$ cat src/rtl/gcd_requester_pkg.sv
// Shared defaults and FSM encoding for the GCD batch requester.
// Imported by the requester top and its operand table.
package gcd_requester_pkg;

  localparam int WIDTH_DEF   = 16;
  localparam int DEPTH_DEF   = 4;
  localparam int TIMEOUT_DEF = 64;

  typedef enum logic [1:0] {
    IDLE,
    ISSUE,
    WAIT,
    REPORT
  } state_t;

endpackage

$ cat src/rtl/gcd_operand_table.sv
// Operand-pair table: DEPTH x {a,b} registers,
// one synchronous write port, one asynchronous read port.
module gcd_operand_table
  import gcd_requester_pkg::*;
#(
  parameter int  WIDTH = WIDTH_DEF,
  parameter int  DEPTH = DEPTH_DEF,
  localparam int AW    = $clog2(DEPTH)
) (
  input  logic             clk,
  input  logic             rst_n,
  input  logic             we,
  input  logic [AW-1:0]    waddr,
  input  logic [WIDTH-1:0] wa,
  input  logic [WIDTH-1:0] wb,
  input  logic [AW-1:0]    raddr,
  output logic [WIDTH-1:0] ra,
  output logic [WIDTH-1:0] rb
);

  logic [2*WIDTH-1:0] mem [DEPTH];

  always_ff @(posedge clk or negedge rst_n) begin
    if (!rst_n) begin
      for (int i = 0; i < DEPTH; i++) begin
        mem[i] <= '0;
      end
    end else if (we) begin
      mem[waddr] <= {wa, wb};
    end
  end

  assign {ra, rb} = mem[raddr];

endmodule

$ cat src/rtl/gcd_requester.sv
// Batch requester: walks the operand table, issues each pair
// to an external GCD core and reports result or timeout per entry.
module gcd_requester
  import gcd_requester_pkg::*;
#(
  parameter int  WIDTH   = WIDTH_DEF,
  parameter int  DEPTH   = DEPTH_DEF,
  parameter int  TIMEOUT = TIMEOUT_DEF,
  localparam int AW      = $clog2(DEPTH),
  localparam int CW      = $clog2(TIMEOUT + 1)
) (
  input  logic             clk,
  input  logic             rst_n,
  input  logic             load,
  input  logic [AW-1:0]    load_idx,
  input  logic [WIDTH-1:0] load_a,
  input  logic [WIDTH-1:0] load_b,
  input  logic             go,
  input  logic [AW:0]      cnt,
  output logic             busy,
  output logic             batch_done,
  output logic             core_start,
  output logic [WIDTH-1:0] core_a,
  output logic [WIDTH-1:0] core_b,
  input  logic             core_done,
  input  logic [WIDTH-1:0] core_gcd,
  output logic             res_valid,
  output logic [AW-1:0]    res_idx,
  output logic [WIDTH-1:0] res_gcd,
  output logic             res_err
);

  state_t           state_q, state_d;
  logic [AW-1:0]    idx_q, idx_d;
  logic [AW-1:0]    last_q, last_d;
  logic [CW-1:0]    wcnt_q, wcnt_d, wnext;
  logic [AW:0]      cnt_sat;
  logic             cap, cap_err;
  logic             zdone_q;
  logic [WIDTH-1:0] tab_a, tab_b;
  logic [WIDTH-1:0] core_a_q, core_b_q;

  gcd_operand_table #(
    .WIDTH (WIDTH),
    .DEPTH (DEPTH)
  ) u_table (
    .clk   (clk),
    .rst_n (rst_n),
    .we    (load),
    .waddr (load_idx),
    .wa    (load_a),
    .wb    (load_b),
    .raddr (idx_q),
    .ra    (tab_a),
    .rb    (tab_b)
  );

  always_comb begin
    state_d = state_q;
    idx_d   = idx_q;
    last_d  = last_q;
    wcnt_d  = wcnt_q;
    cap     = 1'b0;
    cap_err = 1'b0;
    wnext   = wcnt_q + 1'b1;
    cnt_sat = (cnt > (AW+1)'(DEPTH)) ? (AW+1)'(DEPTH) : cnt;
    unique case (state_q)
      IDLE: begin
        if (go && cnt != '0) begin
          idx_d   = '0;
          last_d  = AW'(cnt_sat - 1'b1);
          state_d = ISSUE;
        end
      end
      ISSUE: begin
        wcnt_d  = '0;
        state_d = WAIT;
      end
      WAIT: begin
        // done on the expiry cycle still wins over the timeout
        if (core_done) begin
          cap     = 1'b1;
          state_d = REPORT;
        end else if (wnext == CW'(TIMEOUT)) begin
          cap     = 1'b1;
          cap_err = 1'b1;
          state_d = REPORT;
        end else begin
          wcnt_d = wnext;
        end
      end
      REPORT: begin
        if (idx_q == last_q) begin
          state_d = IDLE;
        end else begin
          idx_d   = idx_q + 1'b1;
          state_d = ISSUE;
        end
      end
      default: state_d = IDLE;
    endcase
  end

  always_ff @(posedge clk or negedge rst_n) begin
    if (!rst_n) begin
      state_q  <= IDLE;
      idx_q    <= '0;
      last_q   <= '0;
      wcnt_q   <= '0;
      zdone_q  <= 1'b0;
      core_a_q <= '0;
      core_b_q <= '0;
      res_gcd  <= '0;
      res_idx  <= '0;
      res_err  <= 1'b0;
    end else begin
      state_q <= state_d;
      idx_q   <= idx_d;
      last_q  <= last_d;
      wcnt_q  <= wcnt_d;
      zdone_q <= (state_q == IDLE) && go && (cnt == '0);
      // snapshot isolates the in-flight pair from later table writes
      if (state_q == ISSUE) begin
        core_a_q <= tab_a;
        core_b_q <= tab_b;
      end
      if (cap) begin
        res_gcd <= cap_err ? '0 : core_gcd;
        res_err <= cap_err;
        res_idx <= idx_q;
      end
    end
  end

  assign busy       = (state_q != IDLE);
  assign core_start = (state_q == ISSUE);
  assign res_valid  = (state_q == REPORT);
  assign batch_done = zdone_q | (res_valid & (idx_q == last_q));
  assign core_a     = core_start ? tab_a : core_a_q;
  assign core_b     = core_start ? tab_b : core_b_q;

endmodule

$ cat config.mk
export PLATFORM = sky130hd
export DESIGN_NAME = gcd_requester
export DESIGN_NICKNAME = d
export VERILOG_FILES = /design/src/rtl/gcd_requester_pkg.sv /design/src/rtl/gcd_operand_table.sv /design/src/rtl/gcd_requester.sv
export SDC_FILE = /design/constraint.sdc
export NUM_CORES = 1
export LEC_CHECK = 0
export ABC_AREA = 1
export CAP_MARGIN = 20
export CORE_UTILIZATION = 50
export DETAILED_ROUTE_END_ITERATION = 12
export PLACE_DENSITY_LB_ADDON = 0.1
export RECOVER_POWER = 50
export SLEW_MARGIN = 20
export SYNTH_ARGS = -nofsm -noshare
export SYNTH_HDL_FRONTEND = slang
export SYNTH_SLANG_ARGS = --single-unit
$ cat constraint.sdc
create_clock -name clk -period 3.85 [get_ports clk]
set_input_delay 0.385 -clock clk [delete_from_list [all_inputs] [get_ports clk]]
set_output_delay 0.385 -clock clk [all_outputs]
set_load 0.01 [all_outputs]
==> results of run 1 <==
## kinds of logic after synthesis
| logic type | count (synthesis) | share of synthesized area |
|---|---|---|
| and+or+nand+nor | 417 | 0.208 |
| AOI/OAI and AO/OA | 235 | 0.148 |
| xor gates and xnor gates | 3 | 0.00314 |
| DFF | 193 | 0.578 |
| adders and majority gates | 5 | 0.00749 |
| buffers and inverters | 111 | 0.0554 |
## layout by cell type (no fill, tap or decap), drive strengths merged, types with 8 or more instances in the layout
| cell | n |
|---|---|
| nor2 | 169 |
| clkbuf | 20 |
| dfrtp | 193 |
| inv | 54 |
| nand2 | 205 |
| clkdlybuf4s50 | 106 |
| nand3 | 36 |
| clkinv | 8 |
| a31oi | 32 |
| o21ai | 196 |
| buf | 12 |
## stage by stage
stage,hold WS [ns],util
floorplan,0.0894,-
global placement,0.460,0.597
detailed placement,0.468,0.597
CTS,0.0949,0.632
global route,0.483,0.631
finish,0.480,0.631
## worst min path at each step
stage | from | endpoint | slack, ns | cells past startpoint
CTS | rst_n | u_table.mem[7]$_DFFE_PN0P_ | 0.09 | 1
floorplan | rst_n | core_a_q[0]$_DFF_PN0_ | 0.09 | 0
detailed placement | u_table.mem[83]$_DFFE_PN0P_ | u_table.mem[83]$_DFFE_PN0P_ | 0.47 | 2
global placement | u_table.mem[1]$_DFFE_PN0P_ | u_table.mem[1]$_DFFE_PN0P_ | 0.46 | 2
global route | core_gcd[15] | res_gcd[15]$_DFFE_PN0P_ | 0.48 | 3
finish | u_table.mem[64]$_DFFE_PN0P_ | u_table.mem[64]$_DFFE_PN0P_ | 0.48 | 2
## Yosys cell counts, drive strengths merged
cell type	instances	share of area
nand2	205	0.093
o21ai	196	0.12
dfrtp	193	0.58
nor2	169	0.077
inv	50	0.022
clkbuf	44	0.021
nand3	36	0.032
a31oi	32	0.024
buf	15	0.011
nand4	7	0.0060
ha	5	0.0075
a21oi	3	0.0031
clkinv	2	0.00090
xnor2	2	0.0021
a211oi	1	0.00090
o211ai	1	0.00090
o21bai	1	0.00090
o22ai	1	0.00075
xor2	1	0.0010
## final cells by class
| cell class | instances | area, um2 |
|---|---|---|
| clock buffer | 18 | 439 |
| clock inverter | 14 | 131 |
| fill | 1430 | 5950 |
| inverter | 52 | 195 |
| multi-input combinational | 660 | 3080 |
| sequential | 193 | 4830 |
| tap | 216 | 270 |
| timing repair buffer | 125 | 1220 |
## metal layers
layer	wire length, um	vias to the layer above	global-route usage
li1	-	3303	-
met1	9000	3162	0.318
met2	8750	119	0.361
met3	645	15	0.0424
met4	148	0	0.0523
met5	0	-	0
## power groups by stage
stage / clock, mW / sequential [mW] / combinational (mW)
detailed placement: 0 / 2.82 / 3.08
global placement: 0 / 2.81 / 3.05
floorplan: 0 / 2.81 / 1.75
finish: 1.71 / 2.79 / 3.05
CTS: 1.75 / 2.79 / 3.10
global route: 1.84 / 2.84 / 3.38
## tightest hold or removal path, delay by kind of cell, from the launching register on
kind            cells  cell delay (ns)
compound gates      1             0.05
flops               1             0.34
simple gates        1             0.05
## state kept, by name, indices dropped and copies added, names as in the netlist
register and cells:
last_q 2, res_idx 2, core_b_q 16, core_a_q 16, idx_q 2, res_err 1, wcnt_q 7, zdone_q 1
u_table.mem 128, state_q 2, res_gcd 16
==> metrics.csv, run 1 <==
metric,value,unit
r2r worst-path depth,7,
post-route ant nets,0,
Max stage delay on crit path,0.60,ns
Setup Slack @ Placement,1.17,ns
initial antenna violation count,0,
Tmin final,3.17,ns
Rel. slew slack,-0.774,
Overall Global Routing Usage,0.225,
Initial Utilization,0.519,
vias in the first global route,6166,
status,finished with violations,
Critical Path Start,state_q[1]$_DFFE_PN0P_,
Num CTS Buffers,17,
Placement Cell Area,0.00962,mm2
post-DP HPWL,11.3,mm
Placed Cells,1246,
post-CTS resize count,0,
CP startpoint kind,flop,
pwr dens,743,mW/mm2
Post-Syn Nets,1027,
sequential share of the synthesized area,0.578,
Flop pwr share,0.370,
Clock Path Buffers,2,
# setup viols final,0,
core outline area,0.0161,mm2
largest net degree at the start of global routing,107,
Post-Syn Instances,964,
crit path to,core_a[8],
Int Power,4.81,mW
via count,6599,
Clock transition at path regs,0.07,ns
Clock Skews,0.00568,ns
Buffers on Ports,112,
Comb power frac,0.404,
drt wl/cell,14.5,um
Crit. End Element,output pin,
final instance area,0.0102,mm2
setup ws final,0.681,ns
Worst-Margin Slew,2.66,ns
grt ovf,0,
R2R setup slack,1.71,ns
CP arrival,2.78,ns
Crit path depth,6,
IO Pins,113,
Starting DRT DRC Count,455,
post-CTS setup buffer count,0,
Crit path required time,3.46,ns
Worst R2R Start,state_q[0]$_DFFE_PN0P_,
fmax,316,MHz
WS Path Type,flop to output pin,
Layout Cells excl Fill,1278,
Area Growth Syn to Fin,21.6,%
MaxCap Viol Count,1,
nets@finish,1112,
Leak,4.74,nW
Net Switching,2.74,mW
DRC,0,
Post-Syn Area,0.00836,mm2
Pre-Repair DR Iteration Count,5,
RSZ-0062 raised after global routing,false,
hold buffers post-CTS,0,
fin crit share,0.823,
Synth cell types,31,
Buf/Inv on CP,3,
FP Rows,46,
die area,0.0172,mm2
critical-path cell list,inv_1 -> ha_2 -> buf_4 -> nor2_1 -> a31oi_1 -> clkdlybuf4s50_1,
"Slowest-stage cell, CP",clkdlybuf4s50_1,
failing checks,"max-capacitance violations, max-slew violations",
total wire length,18.5,mm
worst hold path type,flop to flop,
Clock Sinks,193,
#FFs+latches synth,193,
CP Max Fanout,27,
reg-to-reg endpoint,res_gcd[10]$_DFFE_PN0P_,
number of inserted diodes,0,
Worst VDD drop,0.000506,V
layout cells sized above 1,0.0687,
Sw Share,0.363,
number of H-tree levels,4,
final hold vios,0,
Root Buffer,clkbuf_16,
power share of the clock group,0.226,
Syn Area/Cell,8.67,um2
largest delay contributor family on the critical path,buffers and inverters,
Via density,5.16,
Final TNS setup,0,ns
Die X,131,um
Die Y,131,um
Worst-Skew Late Latency,0.43,ns
Placer Congestion,0.810,
Syn. warnings,0,
max-slew violations,106,
global-route wire length before repair,31.4,mm
overall power,7.55,mW
CTS tree,yes,
(Power assumes the default switching activity.)
==> inputs of run 2 (changes only) <==
clock period = 3.2 ns   (was 3.85 ns; I/O delays follow)
==> run 2 against run 1 <==
- the run still ends with max-capacitance violations, max-slew violations left
- clock skew grew 0.0059 ns
- die area is the same
- non-clock buffer count grew 11
- worst hold slack lost 0.059 ns
- critical path type unchanged
==> metrics.csv, run 2 (synthesized netlist as in run 1, its figures left out) <==
metric,value,unit
status,finished with violations,
failing checks,"max-capacitance violations, max-slew violations",
grt ovf,0,
post-DP HPWL,12.5,mm
final hold vios,0,
WS Path Type,flop to output pin,
MaxCap Viol Count,1,
fin crit share,0.917,
Buf/Inv on CP,2,
"commonest non-fill, non-tap cells in the layout","nand2_1, o21ai_0, dfrtp_1, nor2_1, clkdlybuf4s50_1",
CP arrival,2.61,ns
FP Rows,46,
total wire length,19.2,mm
Initial Utilization,0.519,
Hold WS,0.422,ns
RSZ-0062 raised after global routing,false,
overall power,9.24,mW
global-route wire length before repair,32.7,mm
largest delay contributor family on the critical path,buffers and inverters,
max-slew violations,79,
setup ws final,0.266,ns
# setup viols final,0,
hold buffers post-CTS,1,
DRC,0,
fmax,341,MHz
post-CTS setup buffer count,0,
Die X,131,um
post-CTS resize count,0,
"most common cell after layout, fill and taps aside",nand2_1,
Worst-Skew Late Latency,0.44,ns
Worst-Margin Slew,2.01,ns
Via density,5.26,
Leak,4.78,nW
CP Max Fanout,24,
initial antenna violation count,0,
via count,6774,
Overall Global Routing Usage,0.235,
Setup Slack @ Placement,0.765,ns
vias in the first global route,6517,
Root Buffer,clkbuf_16,
post-route ant nets,0,
max reg flops,128,
Final TNS setup,0,ns
Worst VDD drop,0.000499,V
Crit path required time,2.88,ns
Rel. slew slack,-0.337,
largest net degree at the start of global routing,80,
core outline area,0.0161,mm2
Tmin final,2.93,ns
nets@finish,1123,
Clock Path Buffers,2,
Clock Sinks,193,
CP startpoint kind,flop,
Clock transition at path regs,0.07,ns
Placer Congestion,0.739,
critical-path cell list,buf_4 -> nor2_1 -> nor2_1 -> o21ai_0 -> a31oi_1 -> clkdlybuf4s50_1,
Clock Skews,0.0116,ns
Pre-Repair DR Iteration Count,5,
Buffers on Ports,112,
Num CTS Buffers,17,
die area,0.0172,mm2
Worst path most repeated cell,nor2_1,
drt wl/cell,14.9,um
Biggest register,u_table.mem,
Crit. End Element,output pin,
number of inserted diodes,0,
CTS tree,yes,
Fillers,1442,
pwr dens,900,mW/mm2
number of H-tree levels,4,
IO Pins,113,
Starting DRT DRC Count,568,
worst hold path type,input pin to flop,
layout cells sized above 1,0.0747,
Area Growth Syn to Fin,22.9,%
Die Y,131,um
"Slowest-stage cell, CP",clkdlybuf4s50_1,
Max stage delay on crit path,0.61,ns
## run 2: cell types whose count changed in the layout (fill, tap and decap cells not counted), sizes merged
cell,delta
inv,-2
bufinv,+2
clkbuf,+3
buf,+7
clkdlybuf4s50,+3
clkinv,-2
dlygate4sd3,-2
## run 2: power breakdown
part           internal [mW]  leakage (nW)  total, mW  switching (mW)
clock network           1.23         0.279       2.16           0.931
registers               3.07          2.38       3.39           0.326
logic                   1.66          2.12       3.69            2.03
total                   5.95          4.78       9.24            3.29
## run 2: final cells by class
cell class	instances	area [um2]	area share
clock buffer	18	429	0.0418
clock inverter	12	161	0.0157
inverter	52	195	0.0190
multi-input combinational	660	3080	0.300
sequential	193	4830	0.471
tap	216	270	0.0263
timing repair buffer	136	1300	0.126
## run 2: worst min-delay path, stage by stage
cell             delay [ns]
clkdlybuf4s50_1        0.39
nand2_1                0.06
nand2_1                0.05
## run 2: per-stage QoR
step	cell area [um2]	cells	utilization
2_1_floorplan	8360	964	-
3_3_place_gp	9690	1256	0.601
3_5_place_dp	9690	1256	0.601
4_1_cts	10300	1287	0.639
5_1_grt	10300	1287	0.637
6_report	10300	1287	0.637
## run 2: final timing paths
kind / endpoint / from / slack [ns] / cells past startpoint
setup / recovery: core_b[0] / idx_q[0]$_DFFE_PN0P_ / 0.27 / 6
hold / removal: res_gcd[12]$_DFFE_PN0P_ / core_gcd[12] / 0.42 / 3
max in group asynchronous: idx_q[0]$_DFFE_PN0P_ / rst_n / 0.59 / 3
min in group asynchronous: core_b_q[5]$_DFF_PN0_ / rst_n / 1.00 / 2
hold reg to reg: u_table.mem[8]$_DFFE_PN0P_ / u_table.mem[8]$_DFFE_PN0P_ / 0.48 / 2
setup reg to reg: res_gcd[10]$_DFFE_PN0P_ / state_q[0]$_DFFE_PN0P_ / 0.99 / 6
## run 2: layer usage
metal / share of wire / vias to the layer above / global-route usage / wire length (um)
met1: 0.47 / 3285 / 0.323 / 9010
met4: 0.0088 / 0 / 0.0640 / 169
li1: - / 3332 / - / -
met5: 0 / - / 0 / 0
met2: 0.48 / 141 / 0.382 / 9300
met3: 0.037 / 16 / 0.0455 / 701
